**src/rtl/pccmd_issuer.sv**
```systemverilog
// pccmd_issuer: pulls command words and wait masks from the instruction
// stream, holds each word until its dependencies have drained, issues it on
// the pccmd stream and tracks outstanding operations per command class from
// the pcfbk completion stream.
//
// Handshake rule on every stream: a beat transfers on a rising clock edge
// where tvalid and tready are both high; a source holding tvalid high keeps
// tdata stable until that edge.
module pccmd_issuer #(
   parameter int AXIS_PCCMD_DATA_WIDTH = 32,
   parameter int AXIS_PCFBK_DATA_WIDTH = 8,
   parameter int OUTST_WIDTH           = 4
) (
   input  logic                             clk,
   input  logic                             rst,
   input  logic                             s_axis_inst_tvalid,
   output logic                             s_axis_inst_tready,
   input  logic [AXIS_PCCMD_DATA_WIDTH-1:0] s_axis_inst_tdata,
   input  logic [3:0]                       s_axis_inst_tuser,
   output logic                             m_axis_pccmd_tvalid,
   input  logic                             m_axis_pccmd_tready,
   output logic [AXIS_PCCMD_DATA_WIDTH-1:0] m_axis_pccmd_tdata,
   input  logic                             s_axis_pcfbk_tvalid,
   output logic                             s_axis_pcfbk_tready,
   input  logic [AXIS_PCFBK_DATA_WIDTH-1:0] s_axis_pcfbk_tdata,
   output logic [OUTST_WIDTH-1:0]           cnt_loadx,
   output logic [OUTST_WIDTH-1:0]           cnt_loady,
   output logic [OUTST_WIDTH-1:0]           cnt_exec,
   output logic [OUTST_WIDTH-1:0]           cnt_store,
   output logic                             busy,
   output logic                             err_underflow,
   output logic [1:0]                       dbg_state
);

   // Class indices follow the bit order of the wait mask and the feedback
   // nibble: {loady, loadx, exec, store}.
   localparam int CLS_STORE = 0;
   localparam int CLS_EXEC  = 1;
   localparam int CLS_LOADX = 2;
   localparam int CLS_LOADY = 3;

   localparam logic [OUTST_WIDTH-1:0] CNT_MAX = '1;

   typedef enum logic [1:0] {
      ST_EMPTY = 2'd0,
      ST_WAIT  = 2'd1,
      ST_ISSUE = 2'd2
   } state_t;

   state_t                             state;
   logic [AXIS_PCCMD_DATA_WIDTH-1:0]   held_data;
   logic [3:0]                         held_mask;
   logic [OUTST_WIDTH-1:0]             cnt_q [4];
   logic [OUTST_WIDTH-1:0]             cnt_n [4];
   logic [3:0]                         uflow;
   logic [3:0]                         inc;
   logic [3:0]                         dec;
   logic [3:0]                         held_cls;
   logic                               s_hs;
   logic                               m_hs;
   logic                               deps_clear;
   logic                               room_ok;
   logic                               release_ok;
   logic                               next_empty;
   logic                               any_cnt_n;
   logic                               fbk_unused;

   // Map a command word onto its one-hot class; config words map to zero.
   function automatic logic [3:0] class_onehot(input logic [AXIS_PCCMD_DATA_WIDTH-1:0] w);
      logic [3:0] c;
      c = 4'b0000;
      if (w[2]) begin
         c[CLS_EXEC] = 1'b1;
      end else begin
         case (w[1:0])
            2'b11:   c[CLS_STORE] = 1'b1;
            2'b10:   c[CLS_LOADX] = 1'b1;
            2'b01:   if (w[3]) c[CLS_LOADY] = 1'b1; else c[CLS_LOADX] = 1'b1;
            default: c = 4'b0000;
         endcase
      end
      return c;
   endfunction

   assign s_axis_pcfbk_tready = 1'b1;
   assign fbk_unused          = ^s_axis_pcfbk_tdata[AXIS_PCFBK_DATA_WIDTH-1:4];
   assign dbg_state           = state;

   assign cnt_store = cnt_q[CLS_STORE];
   assign cnt_exec  = cnt_q[CLS_EXEC];
   assign cnt_loadx = cnt_q[CLS_LOADX];
   assign cnt_loady = cnt_q[CLS_LOADY];

   // Instruction ready: open in EMPTY, follows the output ready while issuing.
   always_comb begin
      s_axis_inst_tready = 1'b0;
      case (state)
         ST_EMPTY: s_axis_inst_tready = 1'b1;
         ST_ISSUE: s_axis_inst_tready = m_axis_pccmd_tready;
         default:  s_axis_inst_tready = 1'b0;
      endcase
   end

   assign s_hs = s_axis_inst_tvalid & s_axis_inst_tready;
   assign m_hs = (state == ST_ISSUE) & m_axis_pccmd_tready;

   assign held_cls = class_onehot(held_data);
   assign inc      = m_hs ? class_onehot(m_axis_pccmd_tdata) : 4'b0000;
   assign dec      = s_axis_pcfbk_tvalid ? s_axis_pcfbk_tdata[3:0] : 4'b0000;

   // Release check for the held word, always against registered counts.
   always_comb begin
      deps_clear = 1'b1;
      room_ok    = 1'b1;
      for (int i = 0; i < 4; i++) begin
         if (held_mask[i] && (cnt_q[i] != '0)) deps_clear = 1'b0;
         if (held_cls[i] && (cnt_q[i] == CNT_MAX)) room_ok = 1'b0;
      end
      release_ok = deps_clear & room_ok;
   end

   // Next counter values; a simultaneous issue and completion cancel out.
   always_comb begin
      any_cnt_n = 1'b0;
      for (int i = 0; i < 4; i++) begin
         cnt_n[i] = cnt_q[i];
         uflow[i] = 1'b0;
         if (inc[i] && !dec[i]) begin
            if (cnt_q[i] != CNT_MAX) cnt_n[i] = cnt_q[i] + 1'b1;
         end else if (dec[i] && !inc[i]) begin
            if (cnt_q[i] == '0) uflow[i] = 1'b1;
            else                cnt_n[i] = cnt_q[i] - 1'b1;
         end
         if (cnt_n[i] != '0) any_cnt_n = 1'b1;
      end
   end

   // The FSM lands in EMPTY next cycle when idle with no new word, or when
   // the issued word leaves without a replacement arriving.
   assign next_empty = ((state == ST_EMPTY) && !s_hs) ||
                       ((state == ST_ISSUE) && m_hs && !s_hs);

   // Command FSM with registered pccmd outputs.
   always_ff @(posedge clk) begin
      if (rst) begin
         state               <= ST_EMPTY;
         held_data           <= '0;
         held_mask           <= '0;
         m_axis_pccmd_tvalid <= 1'b0;
         m_axis_pccmd_tdata  <= '0;
      end else begin
         case (state)
            ST_EMPTY: begin
               if (s_hs) begin
                  held_data <= s_axis_inst_tdata;
                  held_mask <= s_axis_inst_tuser;
                  state     <= ST_WAIT;
               end
            end
            ST_WAIT: begin
               if (release_ok) begin
                  m_axis_pccmd_tdata  <= held_data;
                  m_axis_pccmd_tvalid <= 1'b1;
                  state               <= ST_ISSUE;
               end
            end
            ST_ISSUE: begin
               if (m_hs) begin
                  m_axis_pccmd_tvalid <= 1'b0;
                  if (s_hs) begin
                     held_data <= s_axis_inst_tdata;
                     held_mask <= s_axis_inst_tuser;
                     state     <= ST_WAIT;
                  end else begin
                     state <= ST_EMPTY;
                  end
               end
            end
            default: begin
               m_axis_pccmd_tvalid <= 1'b0;
               state               <= ST_EMPTY;
            end
         endcase
      end
   end

   // Outstanding counters and the sticky underflow flag.
   always_ff @(posedge clk) begin
      if (rst) begin
         for (int i = 0; i < 4; i++) cnt_q[i] <= '0;
         err_underflow <= 1'b0;
      end else begin
         for (int i = 0; i < 4; i++) cnt_q[i] <= cnt_n[i];
         if (uflow != 4'b0000) err_underflow <= 1'b1;
      end
   end

   // Busy reflects the state and counts that take effect this edge.
   always_ff @(posedge clk) begin
      if (rst) busy <= 1'b0;
      else     busy <= !next_empty || any_cnt_n;
   end

endmodule
```
**config.mk**
```make
export PLATFORM = sky130hd
export DESIGN_NAME = pccmd_issuer
export DESIGN_NICKNAME = d
export VERILOG_FILES = /design/src/rtl/pccmd_issuer.sv
export SDC_FILE = /design/constraint.sdc
export NUM_CORES = 1
export LEC_CHECK = 0
export CORE_ASPECT_RATIO = 1.25
export CORE_MARGIN = 3
export CORE_UTILIZATION = 40
export DETAILED_ROUTE_END_ITERATION = 10
export PLACE_DENSITY_LB_ADDON = 0.3
export SKIP_LAST_GASP = 1
export SLEW_MARGIN = 20
export SYNTH_ARGS = -nofsm -noshare
export SYNTH_HDL_FRONTEND = slang
export SYNTH_SLANG_ARGS = --single-unit
```
**constraint.sdc**
```tcl
create_clock -name clk -period 2.4 [get_ports clk]
set_input_delay 0.48 -clock clk [delete_from_list [all_inputs] [get_ports clk]]
set_output_delay 0.48 -clock clk [all_outputs]
set_load 0.005 [all_outputs]
```
==> summary.txt <==
Worst setup path
  – Reg-to-Reg End: m_axis_pccmd_tdata[31]
  – Slowest CP cell: or3b_4
  – Critical path required time: 2.61 ns
  – Critical Path Source: cnt_q[3][1]
  – R2R cell count: 11
  – Crit path depth: 11
  – Critical-path cell list: inv_2 -> ha_4 -> or3b_4 -> a22oi_2 -> nand4_1 -> a21oi_2 -> and3b_2 -> buf_12 -> buf_12 -> mux2i_2 -> nor2_1
  – Worst r2r src: cnt_q[3][1]
  – WP data arrival: 2.62 ns
  – CP peak stage delay: 0.41 ns
  – Most common cell on crit path: buf_12
  – CP bufs+invs: 3
  – Crit path to: m_axis_pccmd_tdata[31]
  – R2R setup slack: -0.008 ns
  – Crit path max-delay family: simple AND/OR/NAND/NOR gates
  – Worst Setup Start Kind: register
  – Worst Setup End Kind: register
  – Critical path fanouts, max: 8
  – Crit path kind: register to register

Yosys
  – Cell area after synthesis: 0.00423 mm^2
  – Synth Area in Simple Gates: 24.4%
  – Ys async rst share: 0%
  – Largest family of logic cells by synthesized area: simple AND/OR/NAND/NOR gates
  – Post-Synth XOR/XNOR Area: 1.03%
  – Synth Flop Type: dfxtp_1
  – Flops & latches, synth: 89
  – Synthesis Warnings: 0
  – Post-synthesis mux area share: 9.49%
  – Synth area leaders: dfxtp_1 (42%), mux2i_1 (9.2%), nand2_1 (7.4%)
  – Post-synth top area cell: dfxtp_1
  – Top-area cell type share of the netlist area: 42.1%
  – Post-synth net total: 558
  – Complex-gate fraction of the synthesized area: 12.5%
  – Avg Synthesized Cell Area: 8.55 um^2
  – Post-synth cell types: 61
  – Post-synth EDFFs: 0
  – Most common cell in the netlist: dfxtp_1
  – Area share of fa/ha/maj cells after synthesis: 4.14%
  – Sequential cell area fraction in the yosys report: 42.1%
  – Mapped Cells: 495
  – Top post-synthesis cells by count: dfxtp_1 (89), nand2_1 (83), nor2_1 (54), a21oi_1 (49), mux2i_1 (39)

CTS
  – H-tree depth: 3
  – Root Buffer: clkbuf_16
  – Clock sinks: 89
  – Cts bufs inserted: 9
  – Clk buf depth: 2
  – Worst-skew pair later-pin latency: 0.33 ns
  – CTS Hold Bufs: 0
  – CTS tree: built
  – Clock Pin Slew Worst Setup and Hold Paths: 0.06 ns

Finish
  – Post-route insts no fill: 758
  – Final Core Density: 58.6%
  – Fin nets: 688
  – ANT cells: 0
  – Area Growth Syn to Fin: 41.4%
  – Filler cells: 879
  – Post-Layout Inst Area: 0.00599 mm^2
  – Layout cells sized above 1: 14.9%

Routing
  – Post-DR wirelength/cell: 14.7 um
  – Drt pass-1 iters: 4
  – WL final: 11.1 mm
  – Vias per std cell: 5.10
  – Vias: 3,863
  – Iter 0 DRT Violations: 157
  – Drc violations: 0
  – Antenna-violating nets left: 0

STA
  – Unrepaired setup endpoints after global routing: yes
  – Setup TNS: -0.0139 ns
  – Final setup viols: 4
  – Clk_skew: 0.00511 ns
  – Hold slack: 0.454 ns
  – Final Hold Violating Endpoints: 0
  – FMAX: 415 MHz
  – Setup ws final: -0.00767 ns
  – Tightest Pin Transition: 0.500 ns
  – Tcrit/Tclk final: 100%
  – Tmin final: 2.41 ns
  – Max_slew headroom: 66.7%
  – Max Slew Vio Count: 0

Run status
  – Failing checks: negative setup slack
  – Status: finished, violations left

Power
  – Max VDD drop: 0.349 mV
  – Net Sw Frac: 27.2%
  – Overall power: 3.80 mW
  – LEAKAGE: 2.35 nW
  – Combinational power share: 23.4%
  – PwrDens: 634 mW/mm^2
  – Flop pwr share: 43.3%
  – NetSw: 1.03 mW
  – P_int: 2.76 mW
  – Part of the power in the clock network: 33.2%

Floorplanning
  – Die W: 98.0 um
  – I/O pin total: 104
  – Starting Density: 41.5%
  – Die area: 0.0119 mm^2
  – FP Rows: 41
  – Core area: 0.0102 mm^2
  – Die Ht: 121 um

Global route
  – Global Route Usage Sum: 18.6%
  – Overflow after GRT: 0
  – Vias in the first global route: 3,740
  – Initial antenna violation count: 0
  – First-pass GRT wire length: 17.9 mm
  – Largest net degree at the start of global routing: 49

Placement
  – Post-DP Area: 0.00554 mm^2
  – Pre-CTS setup slack: -0.322 ns
  – Hpwl dp: 7.90 mm
  – Placed Instances: 736
  – Port bufs: 98
  – Placer Congestion: 0.850

Flow run
  – Max-cap violations: 0

Hold path
  – Hold WC Path Type: register to register
  – Min-delay src: held_data[11]
==> state kept, by name (all words and copies together), names as in the netlist <==
signal               flops
held_data               32
m_axis_pccmd_tvalid      1
cnt_q                   16
dbg_state                2
m_axis_pccmd_tdata      32
busy                     1
err_underflow            1
held_mask                4
==> metal layers <==
| layer | wire length, um | track usage (%) | up-vias |
|---|---|---|---|
| met5 | 0 | 0 | - |
| met4 | 227 | 7.36 | 0 |
| met3 | 672 | 4.95 | 19 |
| met2 | 5530 | 31.4 | 101 |
| met1 | 4690 | 22.4 | 1793 |
| li1 | - | - | 1950 |
==> layout make-up <==
class	instances	area, um^2	area share [%]
inverter	19	71.3	1.19
timing repair buffer	148	1460	24.3
sequential	89	1780	29.8
clock buffer	10	229	3.82
clock inverter	5	33.8	0.564
multi-input combinational	358	2250	37.6
tap	129	161	2.70
==> power groups by stage <==
stage	Combinational [mW]	Clock, mW	Sequential (mW)
after floorplan	0.458	0	1.67
after detailed placement	0.796	0	1.67
after global placement	0.780	0	1.67
after CTS	0.851	1.29	1.64
final	0.889	1.26	1.64
after global routing	0.966	1.35	1.66
==> worst min-delay path by stage <==
stage,to,cells past startpoint
2_1_floorplan,held_data[10],2
3_3_place_gp,held_data[11],2
3_5_place_dp,held_data[5],2
4_1_cts,held_data[5],2
5_1_grt,held_data[18],2
6_report,held_data[11],2
==> tightest hold or removal path, cell delays in order, from the launching register on <==
cell	delay, ns
dfxtp_1	0.31
nand2_1	0.05
a21oi_1	0.05
==> cell families after synthesis <==
logic type / after synthesis
xor+xnor: 5
buf+inv: 48
compound gates: 86
flops: 89
fa+ha+maj: 14
simple gates: 212
other cells: 1
mux: 40
==> placed cells by master (no fill, tap or decap), types with 3 or more instances in the layout <==
| cell type | instances |
|---|---|
| inv_1 | 17 |
| buf_4 | 42 |
| dfxtp_1 | 88 |
| or3b_4 | 3 |
| nor2b_1 | 10 |
| a311oi_1 | 4 |
| mux2i_1 | 36 |
| clkbuf_16 | 10 |
| o21ai_0 | 8 |
| a31oi_1 | 3 |
| a21oi_1 | 49 |
| nand4_1 | 6 |
| nor3b_2 | 4 |
| buf_12 | 5 |
| xnor2_1 | 5 |
| clkdlybuf4s50_1 | 96 |
| a211oi_1 | 3 |
| nand3_1 | 7 |
| mux2i_2 | 3 |
| nor2_1 | 54 |
| nor3_1 | 8 |
| and3_1 | 5 |
| nand2_1 | 83 |
| and2_1 | 9 |
| ha_1 | 13 |
==> timing repair <==
action | CTS | global route
pin swaps | 1 | 4
gates resized for setup | 5 | 16
gates cloned | 1 | 1
endpoints found under the hold margin | 0 | 0
buffers inserted | 2 | 3
setup endpoints to repair | 32 | 33
(Power assumes the default switching activity.)
